<file path="src/rtl/shift_ex_stage_if.sv">
// Handshake bundles for the shift execute stage: issue side and writeback side.
// Signal names keep their stage-relative direction suffixes.
interface shift_issue_if;
    logic        valid_i;
    logic        ready_o;
    logic [2:0]  funct3_i;
    logic [6:0]  funct7_i;
    logic        is_imm_i;
    logic [31:0] rs1_data_i;
    logic [31:0] rs2_data_i;
    logic [4:0]  shamt_i;
    logic [4:0]  rd_i;

    modport master (output valid_i, funct3_i, funct7_i, is_imm_i, rs1_data_i,
                           rs2_data_i, shamt_i, rd_i,
                    input  ready_o);
    modport slave  (input  valid_i, funct3_i, funct7_i, is_imm_i, rs1_data_i,
                           rs2_data_i, shamt_i, rd_i,
                    output ready_o);
endinterface

interface shift_wb_if;
    logic        wb_valid_o;
    logic        wb_ready_i;
    logic [4:0]  wb_rd_o;
    logic [31:0] wb_data_o;
    logic        wb_illegal_o;

    modport master (output wb_valid_o, wb_rd_o, wb_data_o, wb_illegal_o,
                    input  wb_ready_i);
    modport slave  (input  wb_valid_o, wb_rd_o, wb_data_o, wb_illegal_o,
                    output wb_ready_i);
endinterface

</file>
<file path="src/rtl/shift_ex_stage.sv">
// Two-entry RV32I shift execute stage: S1 drives the external shifter,
// S2 registers the result toward writeback.
module shift_ex_stage #(
    parameter int CNT_W = 32
) (
    input  logic             clk_i,
    input  logic             rst_i,
    input  logic             flush_i,
    shift_issue_if.slave     iss,
    output logic [31:0]      sh_operand_a_o,
    output logic [4:0]       sh_amount_o,
    output logic             sh_left_o,
    output logic             sh_arith_o,
    input  logic [31:0]      sh_result_i,
    shift_wb_if.master       wb,
    output logic [CNT_W-1:0] shift_count_o
);
    logic             r_s1_valid;
    logic [31:0]      r_s1_a;
    logic [4:0]       r_s1_amt;
    logic             r_s1_left;
    logic             r_s1_arith;
    logic [4:0]       r_s1_rd;
    logic             r_s1_ill;

    logic             r_s2_valid;
    logic [31:0]      r_s2_data;
    logic [4:0]       r_s2_rd;
    logic             r_s2_ill;

    logic [CNT_W-1:0] r_count;

    logic             w_s2_free;
    logic             w_s1_adv;
    logic             w_accept;
    logic             w_wb_hs;
    logic             w_left;
    logic             w_arith;
    logic             w_ill;
    logic [4:0]       w_amt;

    assign w_s2_free  = !r_s2_valid || wb.wb_ready_i;
    assign w_s1_adv   = r_s1_valid && w_s2_free;
    assign iss.ready_o = !rst_i && (!r_s1_valid || w_s2_free);
    assign w_accept   = iss.valid_i && iss.ready_o;
    assign w_wb_hs    = r_s2_valid && wb.wb_ready_i;

    always_comb begin
        w_left  = 1'b0;
        w_arith = 1'b0;
        w_ill   = 1'b1;
        w_amt   = iss.is_imm_i ? iss.shamt_i : iss.rs2_data_i[4:0];
        if (iss.funct3_i == 3'b001 && iss.funct7_i == 7'b0000000) begin
            w_left = 1'b1;
            w_ill  = 1'b0;
        end else if (iss.funct3_i == 3'b101 && iss.funct7_i == 7'b0000000) begin
            w_ill  = 1'b0;
        end else if (iss.funct3_i == 3'b101 && iss.funct7_i == 7'b0100000) begin
            w_arith = 1'b1;
            w_ill   = 1'b0;
        end
    end

    always_ff @(posedge clk_i) begin
        if (rst_i) begin
            r_s1_valid <= 1'b0;
            r_s1_a     <= '0;
            r_s1_amt   <= '0;
            r_s1_left  <= 1'b0;
            r_s1_arith <= 1'b0;
            r_s1_rd    <= '0;
            r_s1_ill   <= 1'b0;
            r_s2_valid <= 1'b0;
            r_s2_data  <= '0;
            r_s2_rd    <= '0;
            r_s2_ill   <= 1'b0;
            r_count    <= '0;
        end else begin
            // A writeback handshake in the flush cycle has already happened, so it counts.
            if (w_wb_hs) r_count <= r_count + 1'b1;
            if (flush_i) begin
                r_s1_valid <= 1'b0;
                r_s2_valid <= 1'b0;
            end else begin
                if (w_accept) begin
                    r_s1_valid <= 1'b1;
                    r_s1_a     <= iss.rs1_data_i;
                    r_s1_amt   <= w_amt;
                    r_s1_left  <= w_left;
                    r_s1_arith <= w_arith;
                    r_s1_rd    <= iss.rd_i;
                    r_s1_ill   <= w_ill;
                end else if (w_s1_adv) begin
                    r_s1_valid <= 1'b0;
                end

                if (w_s1_adv) begin
                    r_s2_valid <= 1'b1;
                    r_s2_data  <= (r_s1_ill || r_s1_rd == 5'd0) ? 32'd0 : sh_result_i;
                    r_s2_rd    <= r_s1_rd;
                    r_s2_ill   <= r_s1_ill;
                end else if (w_wb_hs) begin
                    r_s2_valid <= 1'b0;
                end
            end
        end
    end

    assign sh_operand_a_o  = r_s1_a;
    assign sh_amount_o     = r_s1_amt;
    assign sh_left_o       = r_s1_left;
    assign sh_arith_o      = r_s1_arith;

    assign wb.wb_valid_o   = r_s2_valid;
    assign wb.wb_data_o    = r_s2_data;
    assign wb.wb_rd_o      = r_s2_rd;
    assign wb.wb_illegal_o = r_s2_ill;

    assign shift_count_o   = r_count;
endmodule

</file>
<file path="src/flat_wrapper.sv">
// flat-port wrapper written by rule: the top's interface ports become plain ports
module shift_ex_stage_flat 
#(
    parameter int CNT_W = 32
)
  (clk_i, rst_i, flush_i, sh_operand_a_o, sh_amount_o, sh_left_o, sh_arith_o, sh_result_i, shift_count_o, iss_valid_i, iss_funct3_i, iss_funct7_i, iss_is_imm_i, iss_rs1_data_i, iss_rs2_data_i, iss_shamt_i, iss_rd_i, iss_ready_o, wb_wb_valid_o, wb_wb_rd_o, wb_wb_data_o, wb_wb_illegal_o, wb_wb_ready_i);
  shift_issue_if iss_i ();
  shift_wb_if wb_i ();
  input  logic clk_i;
  input  logic rst_i;
  input  logic flush_i;
  output logic [31:0] sh_operand_a_o;
  output logic [4:0] sh_amount_o;
  output logic sh_left_o;
  output logic sh_arith_o;
  input  logic [31:0] sh_result_i;
  output logic [CNT_W-1:0] shift_count_o;
  input wire logic [$bits(iss_i.valid_i)-1:0] iss_valid_i;
  input wire logic [$bits(iss_i.funct3_i)-1:0] iss_funct3_i;
  input wire logic [$bits(iss_i.funct7_i)-1:0] iss_funct7_i;
  input wire logic [$bits(iss_i.is_imm_i)-1:0] iss_is_imm_i;
  input wire logic [$bits(iss_i.rs1_data_i)-1:0] iss_rs1_data_i;
  input wire logic [$bits(iss_i.rs2_data_i)-1:0] iss_rs2_data_i;
  input wire logic [$bits(iss_i.shamt_i)-1:0] iss_shamt_i;
  input wire logic [$bits(iss_i.rd_i)-1:0] iss_rd_i;
  output wire logic [$bits(iss_i.ready_o)-1:0] iss_ready_o;
  output wire logic [$bits(wb_i.wb_valid_o)-1:0] wb_wb_valid_o;
  output wire logic [$bits(wb_i.wb_rd_o)-1:0] wb_wb_rd_o;
  output wire logic [$bits(wb_i.wb_data_o)-1:0] wb_wb_data_o;
  output wire logic [$bits(wb_i.wb_illegal_o)-1:0] wb_wb_illegal_o;
  input wire logic [$bits(wb_i.wb_ready_i)-1:0] wb_wb_ready_i;
  assign iss_i.valid_i = iss_valid_i;
  assign iss_i.funct3_i = iss_funct3_i;
  assign iss_i.funct7_i = iss_funct7_i;
  assign iss_i.is_imm_i = iss_is_imm_i;
  assign iss_i.rs1_data_i = iss_rs1_data_i;
  assign iss_i.rs2_data_i = iss_rs2_data_i;
  assign iss_i.shamt_i = iss_shamt_i;
  assign iss_i.rd_i = iss_rd_i;
  assign iss_ready_o = iss_i.ready_o;
  assign wb_wb_valid_o = wb_i.wb_valid_o;
  assign wb_wb_rd_o = wb_i.wb_rd_o;
  assign wb_wb_data_o = wb_i.wb_data_o;
  assign wb_wb_illegal_o = wb_i.wb_illegal_o;
  assign wb_i.wb_ready_i = wb_wb_ready_i;
  shift_ex_stage #(.CNT_W(CNT_W)) u_core (.clk_i(clk_i), .rst_i(rst_i), .flush_i(flush_i), .iss(iss_i), .sh_operand_a_o(sh_operand_a_o), .sh_amount_o(sh_amount_o), .sh_left_o(sh_left_o), .sh_arith_o(sh_arith_o), .sh_result_i(sh_result_i), .wb(wb_i), .shift_count_o(shift_count_o));
endmodule
</file>
<file path="config.mk">
export PLATFORM = sky130hd
export DESIGN_NAME = shift_ex_stage_flat
export DESIGN_NICKNAME = d
export VERILOG_FILES = /design/src/rtl/shift_ex_stage_if.sv /design/src/rtl/shift_ex_stage.sv /design/src/flat_wrapper.sv
export SDC_FILE = /design/constraint.sdc
export NUM_CORES = 1
export LEC_CHECK = 0
export BUFFER_PORTS_ARGS = -buffer_cell sky130_fd_sc_hd__buf_2
export CORE_ASPECT_RATIO = 0.7
export CORE_MARGIN = 4
export CORE_UTILIZATION = 40
export DETAILED_ROUTE_END_ITERATION = 7
export HOLD_SLACK_MARGIN = 0.1
export PLACE_DENSITY = 0.79
export SETUP_SLACK_MARGIN = 0.15
export SYNTH_ARGS = -nofsm -noshare
export SYNTH_HDL_FRONTEND = slang
export SYNTH_SLANG_ARGS = --single-unit
</file>
<file path="constraint.sdc">
create_clock -name clk_i -period 1.9 [get_ports clk_i]
set_clock_uncertainty 0.05 [all_clocks]
set_input_delay 0.095 -clock clk_i [delete_from_list [all_inputs] [get_ports clk_i]]
set_output_delay 0.095 -clock clk_i [all_outputs]
set_load 0.02 [all_outputs]
</file>
==> metrics, run 1 <==
status finished with violations; failing checks negative setup slack; syn nets 645; Layout area overhead 72.9%; deepest clock path buffer count 2; Tmin final 1980 ps; Clock Latency Late Sink 400 ps; first-pass GRT wire length 26300 um; global route overflow 0; CP bufs+invs 1; EDFF count, synth 0; H-tree Lvls 4; DRC viols 0; GP Congestion 0.852; layout cells sized above 1 42.4%; CTS root buffer clkbuf_16; Reg clk slew, reported paths 60 ps; clk sink count 117; Worst Tran Pin Value 892 ps; CP required 2170 ps; Max rail drop VDD 0.642 mV; drt wl/cell 17.9 um; die width 136 um; layout filler cell count 767; Critical Path Fanout Max 8; Cell variety after synth 42; max_slew headroom 40.5%; worst hold path type in -> reg; Post-DP HPWL 9600 um; fmax 0.504 GHz; endpoint class of the critical path flip-flop; DR pass1 iterations 6; Async S/R FF share, synth 0%; #FFs+latches synth 117; number of global-route vias before repair 5400; CP cell instances ha_4 -> nand4_4 -> or4_4 -> buf_6 -> or4_4 -> a21oi_2; total core area 11100 um2; Final Max Slew Viols 0; die height 97.3 um; largest net degree at the start of global routing 120; TritonCTS clock tree built; leakage power total 3.39 nW; io pins 233; routed vias 5526; port bufs 205; # setup viols final 4; Synth Flop Type dfxtp_1; Max-cap violations 0; RSZ-0062 raised after global routing yes; Total Wirelength 18000 um; Final ANT Viol Nets 0; Hold WS 113 ps; kind of critical path reg -> reg; crit start category flip-flop; Global Route Usage Sum 24.6%; crit path DAT 2250 ps; Synth Area per Inst 8.73 um2; vias per cell 5.49; initial antenna violation count 0; PwrDens 785 nW/um2; cell mode on critical path or4_4; Nets 962; Critical-path top delay cell or4_4; starting density of the core 41.1%; crit share post-route 104%; Cells after Synth 522; Seq/Total Area, Yosys 51.4%; utilization after layout 71.1%; die area 13200 um2; synthesis warning total 0; final worst slack -83.6 ps; largest incremental delay on the critical path 510 ps; row count 32; Hold Vio Cnt, Final 0; delay-heaviest family, CP simple AND/OR/NAND/NOR gates; cts bufs inserted 17; Post-Syn Area 4560 um2; initial drt markers 347
==> per-stage QoR <==
stage | worst slack [ps] | instances | instance area, um2 | power [mW] | TNS (ps)
after floorplan | -48.4 | 522 | 4670 | 2.74 | -156
after global placement | -51.2 | 859 | 5900 | 2.91 | -234
final | -83.6 | 1006 | 7890 | 6.19 | -100
after global routing | -91.8 | 1005 | 7880 | 6.40 | -521
after CTS | -68.9 | 997 | 7540 | 6.15 | -359
after detailed placement | -116 | 859 | 5900 | 2.93 | -712
==> layer usage <==
metal	GRT usage, %	vias up	routed length (um)
met2	40.3	328	8690
met3	5.33	76	1440
met4	14.6	0	881
met1	29.4	2606	6960
li1	-	2516	-
met5	0	-	0
==> power breakdown <==
group | switching (mW) | total (mW) | internal [mW]
clock network | 1.21 | 3.10 | 1.89
logic | 0.299 | 0.590 | 0.292
registers | 0.0247 | 2.50 | 2.47
total | 1.54 | 6.19 | 4.65
==> layout by cell type (no fill, tap or decap), drive strengths merged, types with 6 or more instances in the layout <==
cell	instances
a211oi	6
a21oi	58
a32oi	33
buf	248
clkbuf	22
dfxtp	117
dlygate4sd3	85
inv	10
mux2i	11
nand2	86
nand3	11
nand4	9
nor2	64
nor3	7
o21ai	9
o31ai	11
or3	9
or4	17
xnor2	8
==> final cells by class <==
type,instances,area (um2),area share [%]
Antenna cell,1,2.50,0.0317
Tap cell,153,191,2.43
Multi-Input combinational cell,361,2330,29.5
Clock inverter,13,120,1.52
Clock buffer,19,454,5.76
Timing Repair Buffer,336,2360,29.9
Inverter,6,22.5,0.286
Sequential cell,117,2410,30.6
==> cell families (layout without fill, tap and decap cells) <==
logic type | Yosys count | after routing | synth area share, %
and+or+nand+nor | 219 | 220 | 23.1
AOI/OAI and AO/OA | 118 | 118 | 16.7
DFF | 117 | 117 | 51.4
buffers and inverters | 45 | 374 | 4.06
muxes | 12 | 12 | 2.66
xor gates and xnor gates | 10 | 10 | 1.92
adders and majority gates | 1 | 1 | 0.274
other | 0 | 1 | 0
==> worst register-to-register path: cells and delay by family (launching register included) <==
| family | cells | cell delay [ps] |
|---|---|---|
| adders and majority gates | 1 | 140 |
| DFF | 1 | 360 |
| buffers and inverters | 1 | 160 |
| and+or+nand+nor | 3 | 1020 |
| AOI/OAI and AO/OA | 1 | 170 |
==> flip-flops by register name, indices dropped and copies added (netlist names) <==
| register | flops |
|---|---|
| u_core.wb.wb_illegal_o | 1 |
| u_core.r_s1_valid | 1 |
| u_core.r_s1_rd | 5 |
| u_core.wb.wb_valid_o | 1 |
| u_core.sh_operand_a_o | 32 |
| u_core.wb.wb_rd_o | 5 |
| u_core.r_s1_ill | 1 |
| u_core.sh_arith_o | 1 |
| u_core.sh_left_o | 1 |
| u_core.shift_count_o | 32 |
| u_core.sh_amount_o | 5 |
| u_core.wb.wb_data_o | 32 |
==> path summary, 6_finish.rpt <==
path / from / end / slack, ps / depth (start not counted)
max: u_core.shift_count_o[1] / u_core.shift_count_o[28] / -80 / 6
min: iss_funct7_i[3] / u_core.r_s1_ill / 110 / 4
max reg2reg: u_core.shift_count_o[1] / u_core.shift_count_o[28] / -80 / 6
min reg2reg: u_core.sh_operand_a_o[31] / u_core.sh_operand_a_o[31] / 400 / 2
==> what timing repair did <==
action / CTS / global route
gates cloned: 2 / 4
pin swaps: 17 / 7
gates resized for setup: 16 / 40
buffers inserted: 19 / 4
hold buffers: 85 / 0
hold endpoints to repair: 82 / 0
setup endpoints to repair: 19 / 86
==> synth_stat cells (2+ instances only) <==
cell,count,share of area (%)
dfxtp_1,117,51
nand2_1,86,7.1
nor2_1,64,5.3
a21oi_1,58,6.4
a32oi_1,33,6.3
clkbuf_1,33,2.7
or4_1,15,2.5
mux2i_1,11,2.4
o31ai_1,11,1.8
nand3_1,9,0.99
or3_1,8,1.1
xnor2_1,8,1.5
nand4_1,7,0.96
nor3_1,7,0.77
o21ai_0,7,0.77
a211oi_1,6,0.99
inv_1,6,0.49
nor4_1,4,0.55
buf_1,3,0.25
and4_1,2,0.38
buf_6,2,0.49
nand4_2,2,0.55
o21ai_1,2,0.22
or2_2,2,0.27
xor2_1,2,0.38
No activity file was read; power rests on OpenSTA's default activity.
==> run 2: changes to the inputs <==
BUFFER_PORTS_ARGS = -buffer_cell sky130_fd_sc_hd__clkbuf_2   (was -buffer_cell sky130_fd_sc_hd__buf_2)
==> run 2 against run 1 <==
Effect of this change:
- critical path depth stayed put
- first-iteration DRC count decreased by 11%
- clock power is 7.4% higher
- register-to-register slack is essentially flat
- largest power group unchanged
- combinational power down 9.2%
- maximum frequency is 0.35% higher
- sequential power is essentially flat
- via count down 4.7%
- non-clock buffer count decreased by 13
- the flow still finishes with violations (negative setup slack)
==> metrics, run 2 (synthesis gave the netlist of run 1 again) <==
status finished with violations; failing checks negative setup slack; Max rail drop VDD 0.709 mV; Critical Path Fanout Max 8; crit start category flip-flop; clk sink count 117; cells on worst reg2reg path 6; Clock Latency Late Sink 400 ps; die width 136 um; Post-DP HPWL 9430 um; Final Cell Area 7610 um2; commonest non-fill, non-tap cell in the layout clkbuf_2; routed vias 5267; min-delay src rst_i; vias per cell 5.31; Max-cap violations 0; Reg clk slew, reported paths 50 ps; TritonCTS clock tree built; max_slew headroom 17.8%; flop2flop setup slack -80 ps; Nets 949; total core area 11100 um2; DP Area 5920 um2; Global Route Usage Sum 23.4%; RSZ-0062 raised after global routing yes; Setup TNS -408 ps; initial drt markers 309; fmax 0.506 GHz; worst hold path type in -> reg; leakage power total 3.26 nW; crit share post-route 104%; most frequent cells in the layout 204 x clkbuf_2, 95 x dfxtp_1, 85 x nand2_1, 85 x dlygate4sd3_1, 63 x nor2_1; Final ANT Viol Nets 0; Antenna Cells 0; CP required 2170 ps; largest net degree at the start of global routing 120; Hold Vio Cnt, Final 0; Layout area overhead 67.0%; global route overflow 0; final worst slack -76.6 ps; Critical R2R Capture u_core.shift_count_o[24]; Final Max Slew Viols 0; starting density of the core 41.1%; layout cells sized above 1 38.4%; setup slack after placement -87.5 ps; initial antenna violation count 0; cts bufs inserted 17; drt wl/cell 16.1 um; PwrDens 836 nW/um2; deepest clock path buffer count 2; port bufs 205; first-pass GRT wire length 25100 um; Total Wirelength 15900 um; Worst Hold End u_core.r_s1_ill; number of global-route vias before repair 5346; H-tree Lvls 4; kind of critical path reg -> reg; Worst Tran Pin Value 1230 ps; crit path DAT 2240 ps; io pins 233; # setup viols final 7; die area 13200 um2; Worst Hold Path Cells 5; endpoint class of the critical path flip-flop; row count 32; reg2reg start u_core.shift_count_o[0]; CTS root buffer clkbuf_16; die height 97.3 um; DRC viols 0; Tmin final 1980 ps; DR pass1 iterations 5; GP Congestion 0.857
## run 2: cell types whose count changed in the layout (fill, tap and decap cells not counted), moves of 3 or more
cell | before | now
clkbuf_8 | 0 | 3
clkinvlp_4 | 5 | 0
clkbuf_2 | 0 | 204
a32oi_1 | 18 | 33
buf_2 | 206 | 0
a32oi_2 | 15 | 0
o31ai_1 | 5 | 8
buf_6 | 9 | 1
## run 2: worst max path at each step
stage | start | slack (ps) | end | cells past startpoint
finish | u_core.shift_count_o[0] | -80 | u_core.shift_count_o[24] | 6
detailed placement | u_core.shift_count_o[1] | -90 | u_core.shift_count_o[30] | 6
global placement | u_core.shift_count_o[1] | -40 | u_core.shift_count_o[28] | 6
global route | u_core.shift_count_o[0] | -150 | u_core.shift_count_o[20] | 7
CTS | u_core.shift_count_o[1] | -60 | u_core.shift_count_o[30] | 6
floorplan | u_core.shift_count_o[0] | -50 | u_core.shift_count_o[18] | 7
## run 2: power by group
| part | internal (mW) | total, mW | switching (mW) | leakage, nW |
|---|---|---|---|---|
| Combinational | 0.267 | 0.536 | 0.270 | 1.98 |
| Sequential | 2.47 | 2.50 | 0.0250 | 0.962 |
| Clock | 2.26 | 3.33 | 1.07 | 0.315 |
| Total | 5.00 | 6.37 | 1.36 | 3.26 |
## run 2: final cells by class
class                   count  area (um2)
clock buffers              25         549
fillers                   830        3480
clock inverters             6        83.8
repair buffers            323        2180
multi-input cells         361        2180
inverters                   6        22.5
well taps                 153         191
flip-flops and latches    117        2410
## run 2: through the flow
step	hold slack [ps]	std cells	total power [mW]	utilization, %
CTS	101	985	6.41	67.5
detailed placement	275	862	2.92	53.4
global route	125	991	6.59	68.7
finish	124	991	6.37	68.7
floorplan	112	522	2.74	-
global placement	267	862	2.91	53.4
## run 2: repair_timing
| item | in CTS | in global routing |
|---|---|---|
| buffers inserted | 6 | 5 |
| resized for setup | 6 | 17 |
| gates cloned | 1 | 1 |
| hold buffers | 85 | 0 |
| hold endpoints to repair | 80 | 0 |
| setup endpoints to repair | 16 | 45 |
| pin swaps | 7 | 6 |
## run 2: routing by layer
metal  wire length [um]  share of wire (%)  vias up  track usage [%]
li1                   -                  -     2484                -
met1               6310                 40     2444             27.1
met2               7570                 48      275             38.3
met3               1340                8.4       64             7.56
met4                713                4.5        0             12.7
met5                  0                  0        -                0
## run 2: worst max-delay path, cell delays in order (launching register included)
cell and delay (ps):
dfxtp_4 360, ha_4 140, nand4_4 110, or4_4 530, buf_8 160, or4_4 410, a21oi_1 130
